### config.mk
export PLATFORM = sky130hd
export DESIGN_NAME = read_fill_data
export DESIGN_NICKNAME = d
export VERILOG_FILES = /design/src/rtl/read_fill_data.sv
export SDC_FILE = /design/constraint.sdc
export NUM_CORES = 1
export LEC_CHECK = 0
export BUFFER_PORTS_ARGS = -buffer_cell sky130_fd_sc_hd__buf_4
export CAP_MARGIN = 10
export CORE_MARGIN = 5
export CORE_UTILIZATION = 34
export CTS_BUF_LIST = sky130_fd_sc_hd__clkbuf_8
export DETAILED_ROUTE_END_ITERATION = 10
export MAX_ROUTING_LAYER = met4
export PLACE_DENSITY = 0.6
export SKIP_LAST_GASP = 1
export SLEW_MARGIN = 30
export SYNTH_ARGS = -nofsm -noshare
export SYNTH_HDL_FRONTEND = slang
export SYNTH_SLANG_ARGS = --single-unit
export TNS_END_PERCENT = 10
### constraint.sdc
create_clock -name clk -period 5 [get_ports clk]
set_input_delay 0 -clock clk [delete_from_list [all_inputs] [get_ports clk]]
set_output_delay 0 -clock clk [all_outputs]
set_load 0.005 [all_outputs]
### src/rtl/read_fill_data.sv
// rtl/read_fill_data.sv - cache read data path: hit word select and miss line fill with early restart
// Optional build macro: CRITICAL_WORD_FIRST_EN (memory returns beats wrapping from the requested word)
module read_fill_data #(
   parameter int TIMEOUT = 256
) (
   input  logic         clk,
   input  logic         rst_n,
   input  logic         hit_req,
   input  logic         fill_req,
   input  logic [1:0]   offset,
   input  logic [127:0] c_data,
   input  logic         mem_rvalid,
   input  logic [31:0]  mem_rdata,
   output logic [31:0]  sys_rdata,
   output logic         sys_ack,
   output logic [127:0] fill_data,
   output logic         fill_we,
   output logic         fill_err,
   output logic         busy
);

   // Idle counter only ever holds 0..TIMEOUT-1, so log2(TIMEOUT) bits are enough.
   localparam int TW = (TIMEOUT > 1) ? $clog2(TIMEOUT) : 1;
   localparam logic [TW-1:0] TO_LAST = TW'((TIMEOUT > 0) ? (TIMEOUT - 1) : 0);

   typedef enum logic [1:0] {
      IDLE = 2'd0,
      FILL = 2'd1,
      DONE = 2'd2
   } state_t;

   state_t         state_q;
   logic [1:0]     beat_q;
   logic [1:0]     off_q;
   logic [TW-1:0]  to_q;
   logic [31:0]    sys_rdata_q;
   logic           sys_ack_q;
   logic [127:0]   fill_data_q;
   logic           fill_we_q;
   logic           fill_err_q;
   logic           busy_q;
   logic [1:0]     beat_idx;

   // Line slot written by the current beat; the requested word is the one whose slot equals the latched offset.
`ifdef CRITICAL_WORD_FIRST_EN
   assign beat_idx = off_q + beat_q;
`else
   assign beat_idx = beat_q;
`endif

   // Control FSM with all outputs registered; pulse outputs default low every cycle.
   always_ff @(posedge clk) begin
      if (!rst_n) begin
         state_q     <= IDLE;
         beat_q      <= 2'd0;
         off_q       <= 2'd0;
         to_q        <= '0;
         sys_rdata_q <= 32'd0;
         sys_ack_q   <= 1'b0;
         fill_data_q <= 128'd0;
         fill_we_q   <= 1'b0;
         fill_err_q  <= 1'b0;
         busy_q      <= 1'b0;
      end else begin
         sys_ack_q  <= 1'b0;
         fill_we_q  <= 1'b0;
         fill_err_q <= 1'b0;
         case (state_q)
            IDLE: begin
               // A hit wins over a simultaneous fill request; the fill is dropped.
               if (hit_req) begin
                  sys_rdata_q <= c_data[{offset, 5'b00000} +: 32];
                  sys_ack_q   <= 1'b1;
               end else if (fill_req) begin
                  off_q   <= offset;
                  beat_q  <= 2'd0;
                  to_q    <= '0;
                  state_q <= FILL;
                  busy_q  <= 1'b1;
               end
            end
            FILL: begin
               if (mem_rvalid) begin
                  fill_data_q[{beat_idx, 5'b00000} +: 32] <= mem_rdata;
                  beat_q <= beat_q + 2'd1;
                  to_q   <= '0;
                  // Early restart: forward the requested word straight from the beat.
                  if (beat_idx == off_q) begin
                     sys_rdata_q <= mem_rdata;
                     sys_ack_q   <= 1'b1;
                  end
                  if (beat_q == 2'd3) begin
                     state_q   <= DONE;
                     fill_we_q <= 1'b1;
                  end
               end else if (TIMEOUT != 0) begin
                  if (to_q == TO_LAST) begin
                     fill_err_q <= 1'b1;
                     state_q    <= IDLE;
                     busy_q     <= 1'b0;
                  end else begin
                     to_q <= to_q + TW'(1);
                  end
               end
            end
            DONE: begin
               // fill_we was raised on entry; this is the single cycle it is visible.
               state_q <= IDLE;
               busy_q  <= 1'b0;
            end
            default: begin
               state_q <= IDLE;
               busy_q  <= 1'b0;
            end
         endcase
      end
   end

   assign sys_rdata = sys_rdata_q;
   assign sys_ack   = sys_ack_q;
   assign fill_data = fill_data_q;
   assign fill_we   = fill_we_q;
   assign fill_err  = fill_err_q;
   assign busy      = busy_q;

endmodule

After elaboration in Yosys (flattened, before gate mapping). Index checks and enable logic that the tools add are counted.

Add/sub/neg operators: 3. Equality and inequality tests: 14. Shifts and indexed selects: 3. Mux-type cells: 31. Bitwise operators: 3. Reductions and logical operators: 11.

Operator list (number): $bwmux 128 (1); $shift 32x9->128 const A (1); $shiftx 128x8->32 (1); $shiftx 32x9->128 (1); $mux 32 (3); $pmux 32 s2 (1); $mux 8 (4); $reduce_and 4->1 (5); $mux 2 (8); $pmux 8 s2 (1); $ne 2x2->1 const B (7); $mux 1 (9); $ne 3x3->1 const B (3); $neg 7->9 (1); $add 8x1->8 const B (1); $eq 8x8->1 const B (1); $pmux 2 s2 (2); $reduce_and 3->1 (2); $pmux 1 s2 (2); $not 1->1 (3); $reduce_or 3->1 (1); $add 2x1->2 const B (1); $eq 2x1->1 const B (1); $eq 2x2->1 (1); 4 further kinds (4).

Register bits: 178.

Longest topological paths before layout. Gate-level depths: netlist of run 1.

Depth after elaboration: 4. Depth in mapped cells: 8.

Least setup slack after synthesis of run 1. No wires, ideal clock.

Path kind: reg-to-reg. Start point: register beat_q[0] (netlist: beat_idx[0]). End point: register fill_data_q[10] (netlist: fill_data[10]). Library setup time: 70 ps. Arrival time: 1853 ps. Required time: 4930 ps. Path slack: 3076 ps. Cell stages (with the launch flop): 7. Path buffers: 1. Clock period less this slack: 1924 ps. Cells stage by stage: dfxtp_1 inv_1 ha_1 nor3b_1 clkbuf_1 nand3_1 a21oi_1.

Cells in the longest elaborated chain, start to end: 3. Elaborated cells between the ends (all ways): 4. Those cells by class: add/sub (1); shift (2); mux (1).

RTL lines: from (decl) (line 33) `logic [1:0] beat_q;`; from (signal assigned) (line 85) `beat_q <= beat_q + 2'd1;`; $neg 7->9 * (line 84) `fill_data_q[{beat_idx, 5'b00000} +: 32] <= mem_rdata;`; $shiftx 32x9->128 / $shift 32x9->128 (equally long branches) (line 84); $bwmux 128 * (line 84); to (signal, indexed assignment) (line 84); to (decl) (line 38) `logic [127:0] fill_data_q;`.

Every way passes the cells marked *; elsewhere a longest branch is shown, timed or not. A chain may end at the register's enable or synchronous reset.

Final worst setup path of run 1.
Start point: register state_q[1]. End point: register sys_rdata_q[12] (netlist: sys_rdata[12]).

Cells in the longest elaborated chain, start to end: 3. Elaborated cells between the ends (all ways): 8. Those cells by class: eq/ne (4); mux (1); reduce/logical (3).

RTL lines: from (decl) (line 32) `state_t state_q;`; from (signal assigned) (line 54) `state_q <= IDLE;`; from (signal assigned) (line 78) `state_q <= FILL;`; from (signal assigned) (line 93) `state_q <= DONE;`; $eq 2x1->1 / $logic_not 2->1 (equally long branches) (line 68) `case (state_q)`; $ne 2x2->1 (no line) / $reduce_bool 2->1 (equally long branches); $reduce_and 4->1 (no line); to (signal assigned) (line 72) `sys_rdata_q <= c_data[{offset, 5'b00000} +: 32];`; to (signal assigned) (line 89) `sys_rdata_q <= mem_rdata;`; to (decl) (line 36) `logic [31:0] sys_rdata_q;`.

Parallel ways exist; a longest one is shown, timed or not.

==> results of run 1 <==
-- synthesized netlist by cell type, drive strengths merged (4+ instances only) --
master and number:
and2 8, dfxtp 178, buf 50, mux2i 67, nand4 6, a32o 32, nand2 176, nand3 129
a21oi 167, ha 7, and3 7, inv 4, clkbuf 34, nor2 42
-- state kept, by name, summed over array words and instances, names as in the netlist --
name / cells
busy: 1
sys_rdata: 32
sys_ack: 1
off_q: 2
beat_idx: 2
to_q: 8
fill_we: 1
fill_data: 128
fill_err: 1
state_q: 2
-- per-stage QoR --
| stage | utilization (%) | cell area, sq um | hold WS [ns] | std cells |
|---|---|---|---|---|
| global placement | 45.4 | 10600 | 0.274 | 1514 |
| floorplan | - | 8060 | 0.135 | 939 |
| global route | 52.7 | 12300 | 0.0216 | 1671 |
| finish | 52.7 | 12300 | 0.0314 | 1671 |
| detailed placement | 45.5 | 10600 | 0.273 | 1515 |
| CTS | 52.5 | 12300 | 0.00126 | 1670 |
-- logic make-up after synthesis --
family | Yosys count | synth area share (%)
DFF | 178 | 44.2
buffers and inverters | 89 | 5.63
adders and majority gates | 7 | 1.09
muxes | 67 | 8.32
AOI/OAI and AO/OA | 216 | 17.6
and+or+nand+nor | 380 | 22.9
xor gates and xnor gates | 2 | 0.217
-- worst min-delay path by stage --
| stage | start | slack, ns | cells after the start | to |
|---|---|---|---|---|
| finish | c_data[89] | 0.03 | 4 | sys_rdata[25] |
| global route | c_data[88] | 0.02 | 4 | sys_rdata[24] |
| CTS | c_data[88] | 0.001 | 4 | sys_rdata[24] |
| detailed placement | fill_req | 0.27 | 3 | state_q[0] |
| global placement | fill_req | 0.27 | 3 | state_q[0] |
| floorplan | fill_req | 0.14 | 2 | state_q[0] |
-- cells in the final DEF, fill, tap and decap left out, drive strengths merged, types with 2 or more instances in the layout --
cell type      n
mux2i         67
buf          342
nor2          42
dlygate4sd3  123
xnor2          2
nand2b         2
o211ai         3
clkinv         4
clkbuf        21
dfxtp        178
nand2        176
and2           8
o21ai          3
inv            9
nor3           2
bufinv         2
a32o          32
ha             7
and3           7
a21oi        167
nand4          6
nor2b          2
nand3        129
-- layout make-up --
type                       count  area (sq um)  area share (%)
inverter                       5          21.3           0.173
timing repair buffer         465          3840            31.2
sequential                   178          3560            28.9
clock inverter                11           125            1.02
tap                          319           399            3.24
multi-input combinational    672          4090            33.2
clock buffer                  21           289            2.34
-- power breakdown --
part / total (mW) / switching (mW) / leakage [nW] / internal (mW)
registers: 1.48 / 0.0275 / 1.44 / 1.46
logic: 0.543 / 0.251 / 3.44 / 0.293
clock network: 1.05 / 0.551 / 0.214 / 0.501
-- metal layers --
layer / global-route usage (%) / vias to the layer above / wire length (um)
met2: 40.4 / 351 / 15900
met4: 9.38 / 0 / 1010
met3: 5.37 / 54 / 2620
met5: - / - / 0
met1: 30.4 / 4010 / 14000
li1: - / 4094 / -
-- worst reg2reg max path, stage by stage (launching register included) --
cell,delay (ns)
sky130_fd_sc_hd__dfxtp_1,0.44
sky130_fd_sc_hd__nand2b_2,0.75
sky130_fd_sc_hd__and2_2,0.82
sky130_fd_sc_hd__a21oi_1,0.17
sky130_fd_sc_hd__a32o_1,0.29
sky130_fd_sc_hd__dlygate4sd3_1,0.56
==> impl_metrics.yaml, run 1 <==
clocking:
  cts_repair_resize_count: 0
  cts_buffers: 17
  numClockSinks: 178
  cts_hold_buf: 123
  max-clock-path-buffers: 2
  cts_post_setup_buffers_inserted: 0
  insertion_delay_ns: 0.46
  clock_tree.root_cell: "sky130_fd_sc_hd__clkbuf_8"
  cts_tree: "done"
  htree_num_levels: 4
  clkSlewWorstSetupHoldPaths_ns: 0.10
cells_and_area:
  post_layout_net_count: 1513
  fill_cells: 2241
  drive_gt1_share_pct: 33.4
  syn_to_final_growth_pct: 52.9
  antenna_cells: 0
die:
  fp.coreArea_sq_mm: 0.0234
  floorplan.rows: 56
  dieHeight_um: 164
  initial_core_utilization_pct: 34.4
  die_width_um: 164
  io_pins: 331
  design.die.area_sq_mm: 0.0269
grt:
  grt_first_pass_wirelength_um: 50100
  number_of_global_route_vias_before_repair: 8618
  grt-ovfl-total: 0
  number_of_antenna_violations_at_the_first_check_in_global_routing: 0
  grt_start_max_net_pins: 79
  grtUsageTotal_pct: 24.9
power:
  power.leakage_nw: 5.10
  total_power_mw: 3.08
  cellPowerDensity_mw_per_mm2: 250
  peakVddDrop_uv: 141
timing:
  max_clock_freq_mhz: 320
  final-max-slew-violation-count: 0
  tns_ns: 0
  max_slew_margin_pct: 32.9
  worst_slew_pin_slew_ns: 1.01
  final.min_clock_period_ns: 3.13
  skew_ns: 0.0138
  timing.final.hold_violations: 0
  setup_slack_ns: 1.87
  grt_setup_unrepaired: "no"
  min_period_over_period_pct: 62.6
  report.final.setup_viol: 0
critical_path:
  rr_startpoint: "state_q[1]"
  path_buf_inv: 1
  endpoint: "sys_rdata[12]"
  reg2reg_depth: 5
  regToRegEndpoint: "sys_rdata[12]"
  cp.required_ns: 5.36
  crit_path_end_kind: "flip-flop"
  r2r_setup_slack_ns: 1.87
  critical_path_class: "flip-flop to flip-flop"
  cp_top_family: "simple AND/OR/NAND/NOR gates"
  worst-path-max-fanout: 35
  cp-start-kind: "flip-flop"
  crit_path_top_delay_cell: "sky130_fd_sc_hd__and2_2"
  crit_arrival_ns: 3.49
  critical_path_cell_count: 5
  worstSetupStartpoint: "state_q[1]"
  critPathMaxStageDelay_ns: 0.81
  cp_cell_sequence: "nand2b_2, and2_2, a21oi_1, a32o_1, dlygate4sd3_1"
synth:
  synth.yosys.seq_area_share_pct: 44.2
  synth-async-reset-ratio_pct: 0
  syn_avg_cell_area_sq_um: 8.58
  netlist.top_cell.by_area: "sky130_fd_sc_hd__dfxtp_1"
  synth_top_flop_cell: "sky130_fd_sc_hd__dfxtp_1"
  netlist_top_cells_area: "sky130_fd_sc_hd__dfxtp_1, sky130_fd_sc_hd__a21oi_1, sky130_fd_sc_hd__mux2i_1"
  yosysUniqueCellTypes: 47
  synthesis.area_sq_mm: 0.00806
  number_of_flip_flops_and_latches_in_the_synthesized_netlist: 178
  synthesis.instances: 939
  synth-edff-count: 0
  yosys_warnings: 0
  post_synthesis_net_count: 1113
  synth_top_area_share_pct: 44.2
routing:
  postRouteAntennaNets: 0
  detail_route.drc_violations: 0
  detail_route.wirelength_um: 33500
  drt_first_pass_iters: 5
  dr_total_vias: 8509
  wire_per_inst_um: 20.1
  drt_iter0_markers: 447
  detail_route.vias_per_cell: 5.09
place:
  dpl.hpwl_um: 22600
  pre_cts_ws_ns: 2.37
  routabilityCongestion: 0.816
  place.port_buffers: 330
flow_run:
  max_cap_viol_count: 0
run_status:
  outcome: "finished, final reports clean"
hold_path:
  min-delay-path-class: "input pin to flip-flop"
Power figures use the tool's default switching activity.
==> run 2, diff against run 1 <==
- clock period: 5 -> 3 ns (I/O delays scaled with it)
==> run 2 against run 1 <==
Maximum frequency up 22%. Clock skew up 0.0029 ns. Largest cell class unchanged. Global-route usage up 0.060 points. Count of clock-buffer cells in the layout down 3. Flip-flop and latch count unchanged. First-iteration DRC count up 19%. Critical path depth up 1.
==> impl_metrics.yaml, run 2 (synthesis results as in run 1) <==
power:
  p_seq_share_pct: 48.7
  total_power_mw: 5.07
  power.leakage_nw: 5.14
  peakVddDrop_uv: 219
  power.share.clock_pct: 33.1
  cell_internal_pwr_mw: 3.63
  power.combinational.fraction_pct: 18.2
  switching_share_of_power_pct: 28.4
  switching_power_mw: 1.44
  cellPowerDensity_mw_per_mm2: 408
cells_and_area:
  largest_register_ffs: 128
  fin_util_pct: 53.1
  layout.cells.non_filler: 1683
  highest_count_cells_in_the_layout_ignoring_fill_and_taps: "sky130_fd_sc_hd__buf_4, sky130_fd_sc_hd__dfxtp_1, sky130_fd_sc_hd__nand2_1"
  post_layout_net_count: 1524
  final_common_cell: "sky130_fd_sc_hd__buf_4"
  final_design_area_no_fill_sq_mm: 0.0124
  fill_cells: 2290
  sequential_cell_area_sq_mm: 0.00356
  syn_to_final_growth_pct: 54.1
  multi_input_combinational_cell_area_sq_mm: 0.00409
  drive_gt1_share_pct: 33.8
critical_path:
  worstSetupStartpoint: "beat_idx[0]"
  r2r_setup_slack_ns: 0.43
  cp-start-kind: "flip-flop"
  cp_top_family: "buffers and inverters"
  crit_path_end_kind: "flip-flop"
  critical_path_class: "flip-flop to flip-flop"
  crit_arrival_ns: 2.98
  worst-path-max-fanout: 17
  cp.required_ns: 3.41
  cp_cell_sequence: "xnor2_1, nand4_1, a21oi_4, buf_12, a32o_1, dlygate4sd3_1"
  path_buf_inv: 2
  crit_path_top_delay_cell: "sky130_fd_sc_hd__a21oi_4"
  critPathMaxStageDelay_ns: 0.62
  rr_startpoint: "beat_idx[0]"
run_status:
  outcome: "finished, final reports clean"
clocking:
  cts_post_setup_buffers_inserted: 0
  cts_buffers: 17
  numClockSinks: 178
  cts_tree: "done"
  cts_hold_buf: 125
  cts_repair_resize_count: 0
  htree_num_levels: 4
  clock_tree.root_cell: "sky130_fd_sc_hd__clkbuf_8"
  clkSlewWorstSetupHoldPaths_ns: 0.11
  insertion_delay_ns: 0.47
  max-clock-path-buffers: 2
routing:
  wire_per_inst_um: 20.1
  postRouteAntennaNets: 0
  detail_route.wirelength_um: 33900
  detail_route.drc_violations: 0
  dr_total_vias: 8584
  drt_iter0_markers: 530
  detail_route.vias_per_cell: 5.10
  drt_first_pass_iters: 7
die:
  die_width_um: 164
  initial_core_utilization_pct: 34.4
  io_pins: 331
  design.die.area_sq_mm: 0.0269
  floorplan.rows: 56
  fp.coreArea_sq_mm: 0.0234
  dieHeight_um: 164
timing:
  max_slew_margin_pct: 40.8
  timing.final.hold_violations: 0
  final-max-slew-violation-count: 0
  skew_ns: 0.0167
  grt_setup_unrepaired: "no"
  holdWs_ns: 0.0218
  report.final.setup_viol: 0
  min_period_over_period_pct: 85.7
  max_clock_freq_mhz: 389
  tns_ns: 0
  worst_slew_pin_slew_ns: 0.888
  setup_slack_ns: 0.428
  final.min_clock_period_ns: 2.57
grt:
  grt-ovfl-total: 0
  grt_start_max_net_pins: 72
  number_of_antenna_violations_at_the_first_check_in_global_routing: 1
  grt_first_pass_wirelength_um: 50200
  number_of_global_route_vias_before_repair: 8825
  grtUsageTotal_pct: 24.9
place:
  place.port_buffers: 330
  dpl-instance-area_sq_mm: 0.0108
  post-place-cells: 1525
  dpl.hpwl_um: 22900
  routabilityCongestion: 0.815
  pre_cts_ws_ns: 0.837
hold_path:
  min-delay-path-class: "input pin to flip-flop"
  min-delay-start: "c_data[96]"
flow_run:
  max_cap_viol_count: 0
-- run 2: path summary, 6_finish.rpt --
path	endpoint	depth (start not counted)
worst min register to register	fill_data[81]	2
worst max register to register	sys_rdata[22]	6
worst max-delay path	sys_rdata[22]	6
worst min-delay path	sys_rdata[0]	4
-- run 2: power groups by stage --
stage               sequential (mW)  clock, mW  combinational, mW
detailed placement             2.52          0              0.751
global placement               2.52          0              0.743
CTS                            2.47       1.72              0.917
global route                   2.48       1.81              0.989
finish                         2.47       1.68              0.926
floorplan                      2.52          0              0.310
-- run 2: layout make-up --
type / count / area share [%]
inverter: 5 / 0.171
sequential: 178 / 28.7
clock inverter: 14 / 1.14
tap: 319 / 3.21
clock buffer: 18 / 1.99
timing repair buffer: 476 / 31.9
antenna: 1 / 0.0201
multi-input combinational: 672 / 32.9
-- run 2: routing by layer --
metal / GRT usage [%] / up-vias / part of all wire (%)
met5: - / - / 0
met1: 29.2 / 4074 / 41
li1: - / 4112 / -
met4: 7.47 / 0 / 2.4
met3: 6.62 / 47 / 8.3
met2: 42.1 / 351 / 48
-- run 2: tightest hold or removal path, cell delays in order --
cell and delay (ns):
sky130_fd_sc_hd__buf_4 0.07, sky130_fd_sc_hd__mux2i_1 0.06, sky130_fd_sc_hd__a21oi_1 0.16, sky130_fd_sc_hd__a32o_1 0.17
==> run 3, diff against run 2 <==
- CORE_ASPECT_RATIO: unset -> 2
==> run 3 against run 2 <==
Utilization is 0.51 points higher. Largest cell class unchanged. Cell count is 1.7% lower. Clock power is 16% higher. First-iteration DRC count is 16% lower. Die area is 0.69% higher. Sequential share of layout area is 0.18 points lower. Maximum frequency is 5.4% lower. Routed wire length is 0.14% lower. Power is 5.4% higher. Setup slack worse by 0.15 ns. Combinational power is 0.5% higher.
==> impl_metrics.yaml, run 3 (synthesis results as in run 1) <==
timing:
  skew_ns: 0.0151
  grt_setup_unrepaired: "no"
  setup_slack_ns: 0.283
  tns_ns: 0
  max_clock_freq_mhz: 368
  final.min_clock_period_ns: 2.72
  timing.final.hold_violations: 0
  min_period_over_period_pct: 90.6
  worst_slew_pin_slew_ns: 0.939
  holdWs_ns: 0.0485
  final-max-slew-violation-count: 0
  report.final.setup_viol: 0
  max_slew_margin_pct: 37.4
routing:
  drt_iter0_markers: 444
  detail_route.wirelength_um: 33800
  dr_total_vias: 8587
  drt_first_pass_iters: 5
  postRouteAntennaNets: 0
  detail_route.drc_violations: 0
  detail_route.vias_per_cell: 5.19
  wire_per_inst_um: 20.4
grt:
  grt_first_pass_wirelength_um: 51000
  grt-ovfl-total: 0
  number_of_global_route_vias_before_repair: 8719
  number_of_antenna_violations_at_the_first_check_in_global_routing: 1
  grtUsageTotal_pct: 25.1
  grt_start_max_net_pins: 75
die:
  die_width_um: 119
  floorplan.rows: 79
  design.die.area_sq_mm: 0.0271
  io_pins: 331
  fp.coreArea_sq_mm: 0.0233
  initial_core_utilization_pct: 34.6
  dieHeight_um: 228
critical_path:
  worstSetupStartpoint: "state_q[1]"
  rr_startpoint: "state_q[1]"
  path_buf_inv: 2
  critical_path_cell_count: 6
  reg2reg_depth: 6
  crit_path_top_delay_cell: "sky130_fd_sc_hd__and3_1"
  worst-path-max-fanout: 20
  cp_top_family: "simple AND/OR/NAND/NOR gates"
  critPathMaxStageDelay_ns: 0.65
  cp-start-kind: "flip-flop"
  r2r_setup_slack_ns: 0.28
  cp_cell_sequence: "and2b_2, nand4_1, and3_1, buf_4, a32o_1, dlygate4sd3_1"
  crit_path_end_kind: "flip-flop"
  cp.required_ns: 3.43
  critical_path_class: "flip-flop to flip-flop"
  crit_arrival_ns: 3.14
run_status:
  outcome: "finished, final reports clean"
power:
  cellPowerDensity_mw_per_mm2: 428
  peakVddDrop_uv: 344
  power.leakage_nw: 5.23
cells_and_area:
  largest_register_ffs: 128
  post_layout_net_count: 1533
  final_design_area_no_fill_sq_mm: 0.0125
  highest_count_cells_in_the_layout_ignoring_fill_and_taps: "sky130_fd_sc_hd__buf_4, sky130_fd_sc_hd__dfxtp_1, sky130_fd_sc_hd__nand2_1"
  layout.cells.non_filler: 1655
  final_common_cell: "sky130_fd_sc_hd__buf_4"
  fill_cells: 2206
  syn_to_final_growth_pct: 55.1
  drive_gt1_share_pct: 33.4
hold_path:
  min-delay-start: "c_data[87]"
  timing.hold.worst_path_depth: 4
  min-delay-path-class: "input pin to flip-flop"
clocking:
  htree_num_levels: 4
  cts_tree: "done"
  clkSlewWorstSetupHoldPaths_ns: 0.09
  clock_tree.root_cell: "sky130_fd_sc_hd__clkbuf_8"
  insertion_delay_ns: 0.49
  max-clock-path-buffers: 2
  cts_buffers: 17
  cts_repair_resize_count: 0
  numClockSinks: 178
place:
  place.port_buffers: 330
  pre_cts_ws_ns: 0.719
  dpl.hpwl_um: 24700
  post-place-cells: 1493
  routabilityCongestion: 0.885
  dpl-instance-area_sq_mm: 0.0107
flow_run:
  max_cap_viol_count: 0
run 3: metal layers:
| metal | part of all wire, % | vias up | global-route usage (%) |
|---|---|---|---|
| met5 | 0 | - | - |
| met4 | 4.4 | 0 | 11.3 |
| met3 | 4.5 | 76 | 4.80 |
| met2 | 55 | 278 | 46.3 |
| met1 | 36 | 4108 | 25.2 |
| li1 | - | 4125 | - |
run 3: path summary, 6_finish.rpt:
kind                         end
setup / recovery   sys_rdata[22]
hold / removal     sys_rdata[23]
setup reg to reg   sys_rdata[22]
hold reg to reg   fill_data[103]
run 3: worst register-to-register path: cells and delay by family, from the launching register on:
family | cells | cell delay (ns)
buffers and inverters | 2 | 0.95
DFF | 1 | 0.48
and+or+nand+nor | 3 | 1.06
AOI/OAI and AO/OA | 1 | 0.17
run 3: cell type report:
| cell class | instances | area (sq um) | area share, % |
|---|---|---|---|
| antenna | 1 | 2.50 | 0.0200 |
| clock buffer | 21 | 289 | 2.31 |
| clock inverter | 10 | 181 | 1.45 |
| inverter | 5 | 21.3 | 0.170 |
| multi-input combinational | 672 | 4070 | 32.6 |
| sequential | 178 | 3560 | 28.5 |
| tap | 283 | 354 | 2.83 |
| timing repair buffer | 485 | 4020 | 32.1 |
run 3: stage by stage:
step,util (%),total power [mW]
floorplan,-,2.83
global placement,46.0,3.27
detailed placement,46.0,3.27
CTS,53.6,5.40
global route,53.6,5.57
finish,53.6,5.35
run 3: timing repair:
item                                   in CTS  in global routing
setup endpoints to repair                   0                  0
hold buffers                              130                  0
endpoints found under the hold margin     169                  0
setup buffers                               0                  0
run 3: where the power goes:
group	switching [mW]	internal (mW)	total (mW)
Combinational	0.428	0.504	0.931
Sequential	0.0378	2.43	2.46
Clock	0.883	1.07	1.95
